File: config.mk
export PLATFORM = sky130hd
export DESIGN_NAME = hazard_ctrl
export DESIGN_NICKNAME = d
export VERILOG_FILES = /design/src/rtl/pipe_pkg.sv /design/src/rtl/hazard_scoreboard.sv /design/src/rtl/hazard_ctrl.sv
export SDC_FILE = /design/constraint.sdc
export NUM_CORES = 1
export LEC_CHECK = 0
export BUFFER_PORTS_ARGS = -buffer_cell sky130_fd_sc_hd__buf_2
export CAP_MARGIN = 10
export CORE_MARGIN = 2
export CORE_UTILIZATION = 51
export DETAILED_ROUTE_END_ITERATION = 8
export PLACE_DENSITY = 0.85
export SYNTH_ARGS = -nofsm -noshare
export SYNTH_HDL_FRONTEND = slang
export SYNTH_SLANG_ARGS = --single-unit
export TNS_END_PERCENT = 1
File: constraint.sdc
create_clock -name clk -period 4.2 [get_ports clk]
set_input_delay 0.42 -clock clk [delete_from_list [all_inputs] [get_ports clk]]
set_output_delay 0.42 -clock clk [all_outputs]
set_load 0.01 [all_outputs]
File: src/rtl/pipe_pkg.sv
// rtl/pipe_pkg.sv - shared encodings for the RV32 pipeline hazard controller
package pipe_pkg;

  localparam int REG_ADDR_W_DEF = 5;

  typedef logic [1:0] fwd_sel_t;

  localparam fwd_sel_t FWD_RF  = 2'b00;
  localparam fwd_sel_t FWD_WB  = 2'b01;
  localparam fwd_sel_t FWD_MEM = 2'b10;

  localparam logic [0:0] HZ_INIT = 1'b0;
  localparam logic [0:0] HZ_RUN  = 1'b1;

endpackage

File: src/rtl/hazard_scoreboard.sv
// rtl/hazard_scoreboard.sv - E/M/W shadow of register addresses and write/load flags
module hazard_scoreboard
  import pipe_pkg::*;
#(
  parameter int REG_ADDR_W = REG_ADDR_W_DEF
) (
  input  logic                  clk,
  input  logic                  rst,
  input  logic                  flush_e_i,
  input  logic [REG_ADDR_W-1:0] rs1_d_i,
  input  logic [REG_ADDR_W-1:0] rs2_d_i,
  input  logic [REG_ADDR_W-1:0] rd_d_i,
  input  logic                  reg_write_d_i,
  input  logic                  result_src_d_i,
  output logic [REG_ADDR_W-1:0] rs1_e_o,
  output logic [REG_ADDR_W-1:0] rs2_e_o,
  output logic [REG_ADDR_W-1:0] rd_e_o,
  output logic                  reg_write_e_o,
  output logic                  result_src_e_o,
  output logic [REG_ADDR_W-1:0] rd_m_o,
  output logic                  reg_write_m_o,
  output logic [REG_ADDR_W-1:0] rd_w_o,
  output logic                  reg_write_w_o
);

  // A flushed E entry becomes an all-zero bubble; D-stage stalls never freeze E/M/W.
  always_ff @(posedge clk or negedge rst) begin
    if (!rst) begin
      rs1_e_o        <= '0;
      rs2_e_o        <= '0;
      rd_e_o         <= '0;
      reg_write_e_o  <= 1'b0;
      result_src_e_o <= 1'b0;
      rd_m_o         <= '0;
      reg_write_m_o  <= 1'b0;
      rd_w_o         <= '0;
      reg_write_w_o  <= 1'b0;
    end else begin
      if (flush_e_i) begin
        rs1_e_o        <= '0;
        rs2_e_o        <= '0;
        rd_e_o         <= '0;
        reg_write_e_o  <= 1'b0;
        result_src_e_o <= 1'b0;
      end else begin
        rs1_e_o        <= rs1_d_i;
        rs2_e_o        <= rs2_d_i;
        rd_e_o         <= rd_d_i;
        reg_write_e_o  <= reg_write_d_i;
        result_src_e_o <= result_src_d_i;
      end
      rd_m_o        <= rd_e_o;
      reg_write_m_o <= reg_write_e_o;
      rd_w_o        <= rd_m_o;
      reg_write_w_o <= reg_write_m_o;
    end
  end

endmodule

File: src/rtl/hazard_ctrl.sv
// rtl/hazard_ctrl.sv - forwarding, load-use stall, branch flush and startup flush sequencing
// Optional stall/flush performance counters under HAZARD_PERF_CNT_EN.
module hazard_ctrl
  import pipe_pkg::*;
#(
  parameter int REG_ADDR_W    = REG_ADDR_W_DEF,
  parameter int STARTUP_FLUSH = 2,
  parameter int CNT_W         = 32
) (
  input  logic                  clk,
  input  logic                  rst,
  input  logic [REG_ADDR_W-1:0] RS1_D,
  input  logic [REG_ADDR_W-1:0] RS2_D,
  input  logic [REG_ADDR_W-1:0] RD_D,
  input  logic                  RegWriteD,
  input  logic                  ResultSrcD,
  input  logic                  PCSrcE,
  output logic                  StallF,
  output logic                  StallD,
  output logic                  FlushD,
  output logic                  FlushE,
  output logic [1:0]            ForwardAE,
  output logic [1:0]            ForwardBE,
  output logic [CNT_W-1:0]      stall_cnt,
  output logic [CNT_W-1:0]      flush_cnt
);

  localparam logic [3:0] STARTUP_LAST = 4'(STARTUP_FLUSH - 1);

  logic [REG_ADDR_W-1:0] rs1_e, rs2_e, rd_e, rd_m, rd_w;
  logic                  reg_write_e, result_src_e, reg_write_m, reg_write_w;
  logic [0:0]            state_q, state_d;
  logic [3:0]            cnt_q, cnt_d;
  logic                  lw_stall, stall, flush_e, flush_d;
  fwd_sel_t              fwd_a, fwd_b;

  hazard_scoreboard #(.REG_ADDR_W(REG_ADDR_W)) u_scoreboard (
    .clk            (clk),
    .rst            (rst),
    .flush_e_i      (flush_e),
    .rs1_d_i        (RS1_D),
    .rs2_d_i        (RS2_D),
    .rd_d_i         (RD_D),
    .reg_write_d_i  (RegWriteD),
    .result_src_d_i (ResultSrcD),
    .rs1_e_o        (rs1_e),
    .rs2_e_o        (rs2_e),
    .rd_e_o         (rd_e),
    .reg_write_e_o  (reg_write_e),
    .result_src_e_o (result_src_e),
    .rd_m_o         (rd_m),
    .reg_write_m_o  (reg_write_m),
    .rd_w_o         (rd_w),
    .reg_write_w_o  (reg_write_w)
  );

  always_comb begin
    fwd_a = FWD_RF;
    if (reg_write_m && (rd_m != '0) && (rd_m == rs1_e))      fwd_a = FWD_MEM;
    else if (reg_write_w && (rd_w != '0) && (rd_w == rs1_e)) fwd_a = FWD_WB;
    fwd_b = FWD_RF;
    if (reg_write_m && (rd_m != '0) && (rd_m == rs2_e))      fwd_b = FWD_MEM;
    else if (reg_write_w && (rd_w != '0) && (rd_w == rs2_e)) fwd_b = FWD_WB;
  end

  // rs2 is compared for every format; an occasional spurious I-type stall is harmless.
  assign lw_stall = result_src_e & reg_write_e & (rd_e != '0) &
                    ((rd_e == RS1_D) | (rd_e == RS2_D));

  always_comb begin
    stall   = 1'b0;
    flush_d = 1'b1;
    flush_e = 1'b1;
    if (state_q == HZ_RUN) begin
      stall   = lw_stall & ~PCSrcE;
      flush_d = PCSrcE;
      flush_e = lw_stall | PCSrcE;
    end
  end

  always_comb begin
    state_d = state_q;
    cnt_d   = cnt_q;
    if (state_q == HZ_INIT) begin
      if (cnt_q == STARTUP_LAST) state_d = HZ_RUN;
      else                       cnt_d   = cnt_q + 4'd1;
    end
  end

  always_ff @(posedge clk or negedge rst) begin
    if (!rst) begin
      state_q <= HZ_INIT;
      cnt_q   <= '0;
    end else begin
      state_q <= state_d;
      cnt_q   <= cnt_d;
    end
  end

  assign StallF    = stall;
  assign StallD    = stall;
  assign FlushD    = flush_d;
  assign FlushE    = flush_e;
  assign ForwardAE = fwd_a;
  assign ForwardBE = fwd_b;

`ifdef HAZARD_PERF_CNT_EN
  logic [CNT_W-1:0] stall_cnt_q, flush_cnt_q;

  always_ff @(posedge clk or negedge rst) begin
    if (!rst) begin
      stall_cnt_q <= '0;
      flush_cnt_q <= '0;
    end else if (state_q == HZ_RUN) begin
      if (stall && (stall_cnt_q != '1))  stall_cnt_q <= stall_cnt_q + CNT_W'(1);
      if (PCSrcE && (flush_cnt_q != '1)) flush_cnt_q <= flush_cnt_q + CNT_W'(1);
    end
  end

  assign stall_cnt = stall_cnt_q;
  assign flush_cnt = flush_cnt_q;
`else
  assign stall_cnt = '0;
  assign flush_cnt = '0;
`endif

endmodule
==> results_tabular.tex, run 1 <==
\begin{tabular}{lr}
\hline
Metric & Value \\
\hline
\multicolumn{2}{l}{\textbf{Run status}} \\
Result of the run & completed \\
\multicolumn{2}{l}{\textbf{Cells and area}} \\
Number of nets in the layout & 257 \\
Fraction of layout instances using a drive strength above 1 & 0.212 \\
Synth-to-Final Area Change & 0.956\% \\
Antenna diode count & 0 \\
Final Util & 0.532 \\
Number of inserted filler cells in the final layout & 376 \\
Final instance count without filler cells & 286 \\
\multicolumn{2}{l}{\textbf{Synth}} \\
Sequential-to-total area share from yosys stat & 0.406 \\
Dominant cell type by area after synthesis & dfrtp\_1 \\
Post-Synth Adder-Cell Area & 0.0119 \\
Most used standard cell by instance count after synthesis & buf\_4 \\
Post-synth top cells & buf\_4 (65), dfrtp\_1 (34), nand2\_1 (20) \\
Register bit count reported by yosys & 34 \\
Flip-flop cell with the highest count after synthesis & dfrtp\_1 \\
Synthesized-area fraction occupied by xor and xnor cells & 0.138 \\
Main combinational cell family by area after synthesis & buffers and inverters \\
Count of synthesis-stage warnings from yosys & 0 \\
Largest cells by area after synthesis & dfrtp\_1 (41\%), buf\_4 (23\%), xnor2\_1 (7.5\%), xor2\_1 (6.3\%), a21oi\_2 (4.2\%) \\
Mean cell area of the mapped netlist & 10.1 µm² \\
Number of distinct library cells after synthesis & 29 \\
Synth async-reset ratio & 1.00 \\
Share of the synthesized area in the top cell type & 0.406 \\
Post-synthesis cell area & 2090 µm² \\
Area fraction in compound gates after synthesis & 0.0872 \\
Number of instances in the synthesized netlist & 207 \\
Multiplexer share of the synthesized area & 0 \\
Simple-gate share of the synthesized area & 0.0938 \\
Number of flops mapped to enable cells by yosys & 0 \\
\multicolumn{2}{l}{\textbf{Timing}} \\
Setup repair after global routing missed its margin & false \\
Minimum period implied by the final worst setup slack & 2.49 ns \\
Worst slew pin tran & 0.899 ns \\
Highest achievable clock rate & 402 MHz \\
Fin worst setup slack & 1.71 ns \\
Count of final hold-check violations & 0 \\
Max-slew violation count & 0 \\
Period utilisation layout & 0.593 \\
Worst hold-check slack & 0.178 ns \\
Number of endpoints failing setup at the final stage & 0 \\
Skew final & 0.00674 ns \\
Total negative setup slack & 0 ns \\
Worst slew margin & 0.401 \\
\multicolumn{2}{l}{\textbf{Clocking}} \\
Clock sinks & 34 \\
Number of buffers inserted for hold repair after clock tree synthesis & 0 \\
TritonCTS Buffers & 5 \\
Post-CTS setup buffer count & 0 \\
Maximum buffer depth of the clock tree & 2 \\
Root Buffer Master & clkbuf\_8 \\
Number of levels the H-tree was split into & 2 \\
Clock tree from TritonCTS & yes \\
Clock slew at reported path FFs & 0.07 ns \\
Resize count post-CTS & 0 \\
Clk Latency, worst-skew pair & 0.29 ns \\
\multicolumn{2}{l}{\textbf{Critical path}} \\
Endpoint kind of the worst setup timing path & output pin \\
Category of the worst setup path launch point & register \\
Worst-case register-to-register setup slack & 2.28 ns \\
Number of cells traversed by the worst register-to-register path & 4 \\
Critical path capture point & FlushE \\
CP Data Required Time & 3.78 ns \\
Maximum net fanout on the critical path & 18 \\
CP Data Arrival Time & 2.07 ns \\
CP Class & reg -> out \\
Worst setup path startpoint & u\_scoreboard.rd\_e\_o[0] \\
RR Startpoint & u\_scoreboard.rd\_e\_o[4] \\
Reg-to-Reg End & u\_scoreboard.rs2\_e\_o[4] \\
\multicolumn{2}{l}{\textbf{Drt}} \\
Number of remaining DRC errors & 0 \\
Iteration-0 DRC Markers & 31 \\
First-pass detailed-route iteration total & 4 \\
Average via count per standard cell & 4.32 \\
DRT antenna net count & 0 \\
Final WL & 3170 µm \\
Final routed wire length divided by cell count & 11.1 µm \\
Via total after detailed routing & 1,236 \\
\multicolumn{2}{l}{\textbf{Die}} \\
Effective utilization at floorplan & 0.527 \\
DIE AREA & 4640 µm² \\
Number of standard-cell rows in the floorplan & 23 \\
Number of top-level design ports & 92 \\
Die Span Y & 68.1 µm \\
Horizontal die dimension & 68.1 µm \\
Core region area & 3970 µm² \\
\multicolumn{2}{l}{\textbf{Global routing}} \\
Number of global-route vias before repair & 1,198 \\
Global Route Usage Sum & 0.160 \\
Largest net degree at the start of global routing & 35 \\
Number of antenna violations at the first check in global routing & 0 \\
Wire length of the first global-routing pass & 5290 µm \\
Total congestion overflow & 0 \\
\multicolumn{2}{l}{\textbf{Pwr}} \\
Maximum vdd drop & 0.320 mV \\
Leakage & 1.08 nW \\
Power density of the placed cells & 347 nW/µm² \\
\multicolumn{2}{l}{\textbf{Placed design}} \\
Port-buffer cells & 27 \\
Setup slack after placement & 2.02 ns \\
Placed cell count & 278 \\
Final HPWL from detailed placement & 2540 µm \\
GPL Wtd Cong & 0.886 \\
\multicolumn{2}{l}{\textbf{Hold path}} \\
Type of the tightest min-delay check & in -> async \\
\multicolumn{2}{l}{\textbf{Run}} \\
\# Max-Cap Violations & 0 \\
\hline
\end{tabular}
## where the power goes
group	internal [mW]	total, mW	switching [mW]
clock	0.165	0.274	0.109
sequential	0.342	0.358	0.0158
combinational	0.0342	0.102	0.0676
## flip-flops by register name (all words and copies together), names as in the netlist
name / count
u_scoreboard.rd_e_o: 5
u_scoreboard.rs1_e_o: 5
u_scoreboard.rd_m_o: 5
u_scoreboard.rs2_e_o: 5
u_scoreboard.reg_write_m_o: 1
u_scoreboard.result_src_e_o: 1
u_scoreboard.rd_w_o: 5
u_scoreboard.reg_write_e_o: 1
state_q: 1
cnt_q: 4
u_scoreboard.reg_write_w_o: 1
## routing by layer
layer,part of all wire,global-route usage
met1,0.40,0.183
met2,0.51,0.271
met4,0.019,0.0600
met3,0.078,0.0592
met5,0,0
## stage by stage
step / power, mW / cell area (µm²)
after floorplan: 0.479 / 2330
after global placement: 0.461 / 2000
after detailed placement: 0.466 / 2000
after CTS: 0.741 / 2110
after global routing: 0.774 / 2110
final: 0.734 / 2110
## final cells by class
| cell class | instances | area [µm²] | share of cell area |
|---|---|---|---|
| timing repair buffer | 28 | 143 | 0.0675 |
| tap | 50 | 62.6 | 0.0296 |
| multi-input combinational | 162 | 933 | 0.441 |
| clock buffer | 8 | 110 | 0.0521 |
| sequential | 34 | 851 | 0.402 |
| inverter | 4 | 15.0 | 0.00710 |
## critical path, stage by stage, from the launching register on
cell and delay [ns]:
dfrtp_1 0.42, or3_1 0.38, o311a_1 0.59, inv_1 0.16
o21ai_0 0.08, buf_2 0.15
## cell families (layout without fill, tap and decap cells)
logic type / after synthesis / after routing
flip-flops: 34 / 34
AND/OR/NAND/NOR: 38 / 38
buffers and inverters: 74 / 40
AO/OA/AOI/OAI: 25 / 25
XOR/XNOR: 33 / 33
adder cells (fa/ha/maj): 2 / 2
other: 1 / 64
## cell usage in the layout, fill, tap and decap left out, types with 2 or more instances in the layout
cell      Yosys  layout
xnor2_1      18      18
dfrtp_1      34      34
conb_1        1      64
buf_2         1      27
nand3_1       4       4
inv_1         4       4
nor4_1        2       2
nand2_1      20      20
ha_1          2       2
nor2_1        2       2
a21oi_1       9       9
a21oi_2      10      10
clkbuf_8      0       8
nor4_2        2       2
xor2_1       15      15
or4_1         4       4
## worst min path at each step
stage                                          start                    endpoint  slack, ns  cells past startpoint
after floorplan                                  rst                    cnt_q[0]       0.12                      0
after global routing                             rst                    cnt_q[1]       0.23                      1
after global placement    u_scoreboard.reg_write_m_o  u_scoreboard.reg_write_w_o       0.39                      0
final                                            rst                    cnt_q[1]       0.18                      1
after CTS                                        rst     u_scoreboard.rs2_e_o[2]       0.20                      1
after detailed placement  u_scoreboard.reg_write_e_o  u_scoreboard.reg_write_m_o       0.37                      0
Power figures use the tool's default switching activity.
==> run 2: changes to the inputs <==
--- a/config.mk
+++ b/config.mk
@@ -5,12 +5,13 @@
 export SDC_FILE = /design/constraint.sdc
 export NUM_CORES = 1
 export LEC_CHECK = 0
+export ABC_AREA = 1
 export BUFFER_PORTS_ARGS = -buffer_cell sky130_fd_sc_hd__buf_2
 export CAP_MARGIN = 10
 export CORE_MARGIN = 2
-export CORE_UTILIZATION = 51
+export CORE_UTILIZATION = 47
 export DETAILED_ROUTE_END_ITERATION = 8
-export PLACE_DENSITY = 0.85
+export PLACE_DENSITY = 0.8
 export SYNTH_ARGS = -nofsm -noshare
 export SYNTH_HDL_FRONTEND = slang
 export SYNTH_SLANG_ARGS = --single-unit
==> constraint.sdc (replaced) <==
create_clock -name clk -period 2.51 [get_ports clk]
set_input_delay 0.251 -clock clk [delete_from_list [all_inputs] [get_ports clk]]
set_output_delay 0.251 -clock clk [all_outputs]
set_load 0.01 [all_outputs]
==> results_tabular.tex, run 2 <==
\begin{tabular}{lr}
\hline
Metric & Value \\
\hline
\multicolumn{2}{l}{\textbf{Drt}} \\
DRT antenna net count & 0 (unchanged) \\
Via total after detailed routing & 1,302 (+5.3\%) \\
Iteration-0 DRC Markers & 20 (-35\%) \\
First-pass detailed-route iteration total & 4 (unchanged) \\
Average via count per standard cell & 4.02 (-7.0\%) \\
Final routed wire length divided by cell count & 9.04 µm (-18\%) \\
Final WL & 2930 µm (-7.5\%) \\
Number of remaining DRC errors & 0 (unchanged) \\
\multicolumn{2}{l}{\textbf{Timing}} \\
Skew final & 0.00521 ns (-0.00153 ns) \\
Worst slew pin tran & 0.713 ns (-0.185 ns) \\
Number of endpoints failing setup at the final stage & 0 (unchanged) \\
Worst slew margin & 0.524 (+0.123) \\
Minimum period implied by the final worst setup slack & 1.85 ns \\
Setup repair after global routing missed its margin & false \\
Highest achievable clock rate & 541 MHz \\
Total negative setup slack & 0 ns (unchanged) \\
Count of final hold-check violations & 0 (unchanged) \\
Period utilisation layout & 0.736 \\
Max-slew violation count & 0 (unchanged) \\
\multicolumn{2}{l}{\textbf{Synth}} \\
Number of flops mapped to enable cells by yosys & 0 (unchanged) \\
Number of instances in the synthesized netlist & 241 (+16\%) \\
Largest cells by area after synthesis & dfrtp\_1 (41\%), buf\_4 (24\%), xnor2\_1 (6.8\%), nor2\_1 (6.0\%), inv\_1 (5.7\%) \\
Mean cell area of the mapped netlist & 8.54 µm² (-16\%) \\
Sequential-to-total area share from yosys stat & 0.413 (+0.00716) \\
Main combinational cell family by area after synthesis & buffers and inverters \\
Count of synthesis-stage warnings from yosys & 0 (unchanged) \\
Simple-gate share of the synthesized area & 0.162 (+0.0679) \\
Dominant cell type by area after synthesis & dfrtp\_1 \\
Synth async-reset ratio & 1.00 (unchanged) \\
Post-synthesis cell area & 2060 µm² (-1.7\%) \\
Post-Synth Adder-Cell Area & 0.0122 (+0.000211) \\
Synthesized-area fraction occupied by xor and xnor cells & 0.102 (-0.0359) \\
Register bit count reported by yosys & 34 (unchanged) \\
Post-synth top cells & buf\_4 (65), dfrtp\_1 (34), nor2\_1 (33) \\
Number of distinct library cells after synthesis & 18 (-38\%) \\
Most used standard cell by instance count after synthesis & buf\_4 \\
Flip-flop cell with the highest count after synthesis & dfrtp\_1 \\
Multiplexer share of the synthesized area & 0 (unchanged) \\
Area fraction in compound gates after synthesis & 0.00973 (-0.0775) \\
Share of the synthesized area in the top cell type & 0.413 (+0.00716) \\
\multicolumn{2}{l}{\textbf{Die}} \\
Number of top-level design ports & 92 (unchanged) \\
Die Span Y & 70.2 µm (+3.1\%) \\
Horizontal die dimension & 70.2 µm (+3.1\%) \\
Number of standard-cell rows in the floorplan & 24 (+4.3\%) \\
Effective utilization at floorplan & 0.479 (-0.0481) \\
Core region area & 4290 µm² (+8.1\%) \\
DIE AREA & 4920 µm² (+6.2\%) \\
\multicolumn{2}{l}{\textbf{Critical path}} \\
List of cells traversed by the critical path & inv\_1, nand2\_1, nand2\_1, nor2\_1, nand3\_1, nand2\_1, nand2\_2, nand2\_4, buf\_2 \\
Endpoint kind of the worst setup timing path & output pin \\
Maximum net fanout on the critical path & 18 (unchanged) \\
CP Data Arrival Time & 1.60 ns (-0.47 ns) \\
CP Data Required Time & 2.26 ns (-1.52 ns) \\
Top cell by count, worst path & nand2\_1 \\
Maximum cell stage delay along the critical path & 0.40 ns (-0.19 ns) \\
Category of the worst setup path launch point & register \\
CP Class & reg -> out \\
Crit path max-delay cell type & dfrtp\_1 \\
\multicolumn{2}{l}{\textbf{Cells and area}} \\
Number of nets in the layout & 294 (+14\%) \\
Fraction of layout instances using a drive strength above 1 & 0.136 (-0.0758) \\
Commonest non-fill, non-tap cell in the layout & conb\_1 \\
Final Util & 0.483 (-0.0494) \\
Footprint of the flip-flops and latches & 851 µm² (unchanged) \\
Antenna diode count & 0 (unchanged) \\
Area taken by multi-input logic gates & 828 µm² (-11\%) \\
Top library cells by usage in the layout, fill and taps aside & conb\_1 (64), dfrtp\_1 (34), nor2\_1 (33) \\
Synth-to-Final Area Change & 0.790\% \\
Final instance count without filler cells & 324 (+13\%) \\
Number of inserted filler cells in the final layout & 418 (+11\%) \\
\multicolumn{2}{l}{\textbf{Pwr}} \\
Power share of the combinational group & 0.141 (+0.002) \\
Sw Share & 0.282 (+0.0197) \\
Leakage & 1.22 nW (+13\%) \\
Total chip power & 1.13 mW (+54\%) \\
Power share of the clock group & 0.331 (-0.043) \\
Switching power total & 0.318 mW (+65\%) \\
Maximum vdd drop & 0.375 mV (+17\%) \\
Sequential share of power & 0.529 (+0.041) \\
Cell internal pwr & 0.811 mW (+50\%) \\
Power density of the placed cells & 544 nW/µm² (+57\%) \\
\multicolumn{2}{l}{\textbf{Placed design}} \\
Placed cell count & 317 (+14\%) \\
Port-buffer cells & 27 (unchanged) \\
GPL Wtd Cong & 0.847 (-4.4\%) \\
Final HPWL from detailed placement & 2330 µm (-8.2\%) \\
\multicolumn{2}{l}{\textbf{Clocking}} \\
Clk Latency, worst-skew pair & 0.29 ns (about the same) \\
Number of buffers inserted for hold repair after clock tree synthesis & 0 (unchanged) \\
Clock slew at reported path FFs & 0.07 ns (about the same) \\
Number of levels the H-tree was split into & 2 (unchanged) \\
Resize count post-CTS & 0 (unchanged) \\
Post-CTS setup buffer count & 0 (unchanged) \\
TritonCTS Buffers & 5 (unchanged) \\
Root Buffer Master & clkbuf\_8 \\
Clock sinks & 34 (unchanged) \\
Maximum buffer depth of the clock tree & 2 (unchanged) \\
Clock tree from TritonCTS & yes \\
\multicolumn{2}{l}{\textbf{Global routing}} \\
Number of antenna violations at the first check in global routing & 0 (unchanged) \\
Wire length of the first global-routing pass & 4940 µm (-6.5\%) \\
Global Route Usage Sum & 0.129 (-0.0310) \\
Total congestion overflow & 0 (unchanged) \\
Largest net degree at the start of global routing & 35 (unchanged) \\
Number of global-route vias before repair & 1,169 (-2.4\%) \\
\multicolumn{2}{l}{\textbf{Run}} \\
\# Max-Cap Violations & 0 (unchanged) \\
\multicolumn{2}{l}{\textbf{Hold path}} \\
Type of the tightest min-delay check & in -> async \\
\multicolumn{2}{l}{\textbf{Run status}} \\
Result of the run & completed \\
\hline
\end{tabular}
-- run 2: kinds of logic after synthesis --
kind of cell	Yosys count
simple gates	79
fa+ha+maj	2
compound gates	4
flops	34
xor+xnor	24
other cells	1
buf+inv	97
-- run 2: worst paths after layout --
path | slack (ns) | depth (start not counted) | endpoint | start
max in group asynchronous | 2.04 | 1 | u_scoreboard.rd_m_o[1] | rst
worst min register to register | 0.38 | 0 | u_scoreboard.reg_write_w_o | u_scoreboard.reg_write_m_o
worst max register to register | 1.16 | 7 | cnt_q[3] | cnt_q[1]
min in group clk | 0.17 | 3 | u_scoreboard.rd_e_o[3] | RD_D[3]
worst min-delay path | 0.02 | 1 | cnt_q[2] | rst
worst max-delay path | 0.66 | 9 | FlushE | u_scoreboard.rd_e_o[0]
-- run 2: final cells by class --
type,count,area share
Clock inverter,2,0.00483
Tap cell,52,0.0314
Sequential cell,34,0.410
Clock buffer,5,0.0332
Inverter,31,0.0561
Timing Repair Buffer,27,0.0651
Multi-Input combinational cell,173,0.399
-- run 2: power by group through the flow --
| stage | sequential (mW) | clock (mW) | combinational [mW] |
|---|---|---|---|
| 3_5_place_dp | 0.607 | 0 | 0.159 |
| 2_1_floorplan | 0.602 | 0 | 0.191 |
| 6_report | 0.597 | 0.373 | 0.159 |
| 5_1_grt | 0.601 | 0.407 | 0.182 |
| 4_1_cts | 0.597 | 0.385 | 0.159 |
| 3_3_place_gp | 0.606 | 0 | 0.155 |
-- run 2: metrics by stage --
stage	setup WS, ns	hold WS, ns	cell area (µm²)
floorplan	1.08	-0.0446	2290
global placement	1.01	0.347	2000
detailed placement	0.967	0.349	2000
CTS	0.650	0.0375	2070
global route	0.536	0.0813	2070
finish	0.662	0.0156	2070
-- run 2: routing by layer --
layer / share of wire / GRT usage / vias to the layer above
li1: - / - / 647
met4: 0.018 / 0.0534 / 0
met2: 0.47 / 0.214 / 69
met1: 0.42 / 0.150 / 579
met3: 0.092 / 0.0476 / 7
met5: 0 / 0 / -
-- run 2: worst max-delay path: cells and delay by family (launching register included) --
kind	cells	cell delay, ns
and+or+nand+nor	7	0.65
DFF	1	0.40
buffers and inverters	2	0.25
==> run 3: changes to the inputs <==
--- a/config.mk
+++ b/config.mk
@@ -5,13 +5,13 @@
 export SDC_FILE = /design/constraint.sdc
 export NUM_CORES = 1
 export LEC_CHECK = 0
-export ABC_AREA = 1
+export ABC_AREA = 0
 export BUFFER_PORTS_ARGS = -buffer_cell sky130_fd_sc_hd__buf_2
 export CAP_MARGIN = 10
 export CORE_MARGIN = 2
-export CORE_UTILIZATION = 47
+export CORE_UTILIZATION = 43
 export DETAILED_ROUTE_END_ITERATION = 8
-export PLACE_DENSITY = 0.8
+export PLACE_DENSITY = 0.77
 export SYNTH_ARGS = -nofsm -noshare
 export SYNTH_HDL_FRONTEND = slang
 export SYNTH_SLANG_ARGS = --single-unit
==> constraint.sdc (replaced) <==
create_clock -name clk -period 1.6 [get_ports clk]
set_input_delay 0.16 -clock clk [delete_from_list [all_inputs] [get_ports clk]]
set_output_delay 0.16 -clock clk [all_outputs]
set_load 0.01 [all_outputs]
==> results_tabular.tex, run 3 (synthesis results as in run 1) <==
\begin{tabular}{lr}
\hline
Metric & Value \\
\hline
\multicolumn{2}{l}{\textbf{Run status}} \\
Result of the run & finished, violations left \\
Violated checks & setup timing \\
\multicolumn{2}{l}{\textbf{Critical path}} \\
Worst path bufs/invs & 1 (-1) \\
Maximum net fanout on the critical path & 2 (-16) \\
Category of the worst setup path launch point & register \\
Endpoint kind of the worst setup timing path & output pin \\
RR Startpoint & u\_scoreboard.rd\_e\_o[0] \\
CP Data Required Time & 1.44 ns (-0.82 ns) \\
List of cells traversed by the critical path & or4\_4, o21ai\_4, nor4\_2, nor4\_2, buf\_2 \\
CP Class & reg -> out \\
Crit path max-delay cell type & or4\_4 \\
Top cell by count, worst path & nor4\_2 \\
Maximum cell stage delay along the critical path & 0.54 ns (+0.14 ns) \\
CP Data Arrival Time & 1.83 ns (+0.23 ns) \\
Worst path top cell family by delay & simple AND/OR/NAND/NOR gates \\
Worst setup path startpoint & u\_scoreboard.rd\_m\_o[3] \\
\multicolumn{2}{l}{\textbf{Clocking}} \\
Clock tree from TritonCTS & yes \\
Maximum buffer depth of the clock tree & 2 (unchanged) \\
Clk Latency, worst-skew pair & 0.28 ns (about the same) \\
Clock slew at reported path FFs & 0.06 ns (about the same) \\
Clock sinks & 34 (unchanged) \\
TritonCTS Buffers & 5 (unchanged) \\
Number of levels the H-tree was split into & 2 (unchanged) \\
Root Buffer Master & clkbuf\_8 \\
\multicolumn{2}{l}{\textbf{Timing}} \\
Number of endpoints failing setup at the final stage & 7 (+7) \\
Period utilisation layout & 1.24 \\
Minimum period implied by the final worst setup slack & 1.99 ns \\
Skew final & 0.00247 ns (-0.00274 ns) \\
Worst slew pin tran & 0.702 ns (-0.0115 ns) \\
Max-slew violation count & 0 (unchanged) \\
Count of final hold-check violations & 0 (unchanged) \\
Highest achievable clock rate & 503 MHz \\
Total negative setup slack & -2.04 ns (-2.04 ns) \\
Worst slew margin & 0.532 (+0.00764) \\
Worst hold-check slack & 0.0922 ns (+0.0766 ns) \\
Fin worst setup slack & -0.389 ns (-1.05 ns) \\
Setup repair after global routing missed its margin & true \\
\multicolumn{2}{l}{\textbf{Cells and area}} \\
Area taken by multi-input logic gates & 955 µm² (+15\%) \\
Fraction of layout instances using a drive strength above 1 & 0.265 (+0.129) \\
Number of nets in the layout & 275 (-6.5\%) \\
Top library cells by usage in the layout, fill and taps aside & conb\_1 (64), dfrtp\_1 (34), buf\_2 (27) \\
Number of inserted filler cells in the final layout & 443 (+6.0\%) \\
Antenna diode count & 0 (unchanged) \\
Commonest non-fill, non-tap cell in the layout & conb\_1 \\
Final instance count without filler cells & 320 (-1.2\%) \\
Synth-to-Final Area Change & 8.12\% \\
Footprint of the flip-flops and latches & 851 µm² (unchanged) \\
Final design area excluding fillers & 2260 µm² (+9.2\%) \\
\multicolumn{2}{l}{\textbf{Pwr}} \\
Maximum vdd drop & 0.558 mV (+49\%) \\
Leakage & 1.15 nW (-5.3\%) \\
Cell internal pwr & 1.32 mW (+62\%) \\
Sw Share & 0.273 (-0.00870) \\
Power density of the placed cells & 799 nW/µm² (+47\%) \\
Power share of the clock group & 0.313 (-0.018) \\
Switching power total & 0.494 mW (+55\%) \\
Power share of the combinational group & 0.171 (+0.030) \\
Sequential share of power & 0.516 (-0.013) \\
\multicolumn{2}{l}{\textbf{Global routing}} \\
Wire length of the first global-routing pass & 5220 µm (+5.6\%) \\
Global Route Usage Sum & 0.133 (+0.00431) \\
Number of global-route vias before repair & 1,162 (-0.60\%) \\
Total congestion overflow & 0 (unchanged) \\
Largest net degree at the start of global routing & 35 (unchanged) \\
Number of antenna violations at the first check in global routing & 0 (unchanged) \\
\multicolumn{2}{l}{\textbf{Hold path}} \\
Launch instance of the worst min-delay path & ResultSrcD \\
Type of the tightest min-delay check & in -> reg \\
\multicolumn{2}{l}{\textbf{Die}} \\
Die Span Y & 73.8 µm (+5.2\%) \\
DIE AREA & 5440 µm² (+11\%) \\
Core region area & 4720 µm² (+10\%) \\
Number of top-level design ports & 92 (unchanged) \\
Horizontal die dimension & 73.8 µm (+5.2\%) \\
Effective utilization at floorplan & 0.443 (-0.0359) \\
Number of standard-cell rows in the floorplan & 25 (+4.2\%) \\
\multicolumn{2}{l}{\textbf{Placed design}} \\
Port-buffer cells & 27 (unchanged) \\
Placement Cell Area & 2150 µm² (+7.9\%) \\
Placed cell count & 312 (-1.6\%) \\
Final HPWL from detailed placement & 2650 µm (+14\%) \\
GPL Wtd Cong & 0.812 (-4.2\%) \\
\multicolumn{2}{l}{\textbf{Drt}} \\
Final routed wire length divided by cell count & 10.1 µm (+12\%) \\
Iteration-0 DRC Markers & 14 (-30\%) \\
Final WL & 3230 µm (+10\%) \\
Number of remaining DRC errors & 0 (unchanged) \\
Average via count per standard cell & 3.94 (-2.0\%) \\
Via total after detailed routing & 1,260 (-3.2\%) \\
First-pass detailed-route iteration total & 4 (unchanged) \\
DRT antenna net count & 0 (unchanged) \\
\multicolumn{2}{l}{\textbf{Run}} \\
\# Max-Cap Violations & 0 (unchanged) \\
\hline
\end{tabular}
[run 3: worst reg2reg max path: cells and delay by family, from the launching register on]
family	cells	cell delay, ns
and+or+nand+nor	1	0.37
AOI/OAI and AO/OA	2	0.49
buffers and inverters	1	0.19
DFF	1	0.42
[run 3: area by class of cell]
class / instances / share of cell area
sequential: 34 / 0.376
multi-input combinational: 162 / 0.422
timing repair buffer: 46 / 0.125
clock buffer: 7 / 0.0337
tap: 67 / 0.0370
inverter: 4 / 0.00663
[run 3: routing by layer]
metal | wire (µm) | GRT usage | vias to the layer above
met5 | 0 | 0 | -
met4 | 72 | 0.0727 | 0
met3 | 211 | 0.0370 | 5
met2 | 1490 | 0.200 | 65
met1 | 1460 | 0.172 | 562
li1 | - | - | 628
[run 3: power by group through the flow]
| stage | clock network [mW] | logic, mW | registers [mW] |
|---|---|---|---|
| finish | 0.567 | 0.309 | 0.934 |
| global placement | 0 | 0.294 | 0.947 |
| global route | 0.630 | 0.348 | 0.940 |
| CTS | 0.594 | 0.309 | 0.934 |
| floorplan | 0 | 0.314 | 0.945 |
| detailed placement | 0 | 0.300 | 0.949 |
[run 3: what timing repair did]
item,4_1_cts,5_1_grt
hold buffers,1,0
pin swaps,3,1
endpoints found under the hold margin,34,0
gates cloned,0,0
resized for setup,3,2
setup endpoints to repair,8,16
buffers inserted,0,0
[run 3: path summary, 6_finish.rpt]
path	end	slack, ns	depth (start not counted)
worst max-delay path	ForwardBE[0]	-0.39	5
worst min-delay path	u_scoreboard.result_src_e_o	0.09	3
worst max register to register	u_scoreboard.rd_e_o[4]	0.06	4
worst min register to register	u_scoreboard.reg_write_m_o	0.40	0
max in group asynchronous	u_scoreboard.rd_e_o[1]	0.68	2
min in group asynchronous	cnt_q[0]	0.46	2
[run 3: per-stage QoR]
stage	setup slack (ns)	power [mW]	util
6_report	-0.389	1.81	0.479
4_1_cts	-0.431	1.84	0.478
3_3_place_gp	-0.0865	1.24	0.456
2_1_floorplan	-0.102	1.26	-
3_5_place_dp	-0.124	1.25	0.456
5_1_grt	-0.486	1.92	0.479
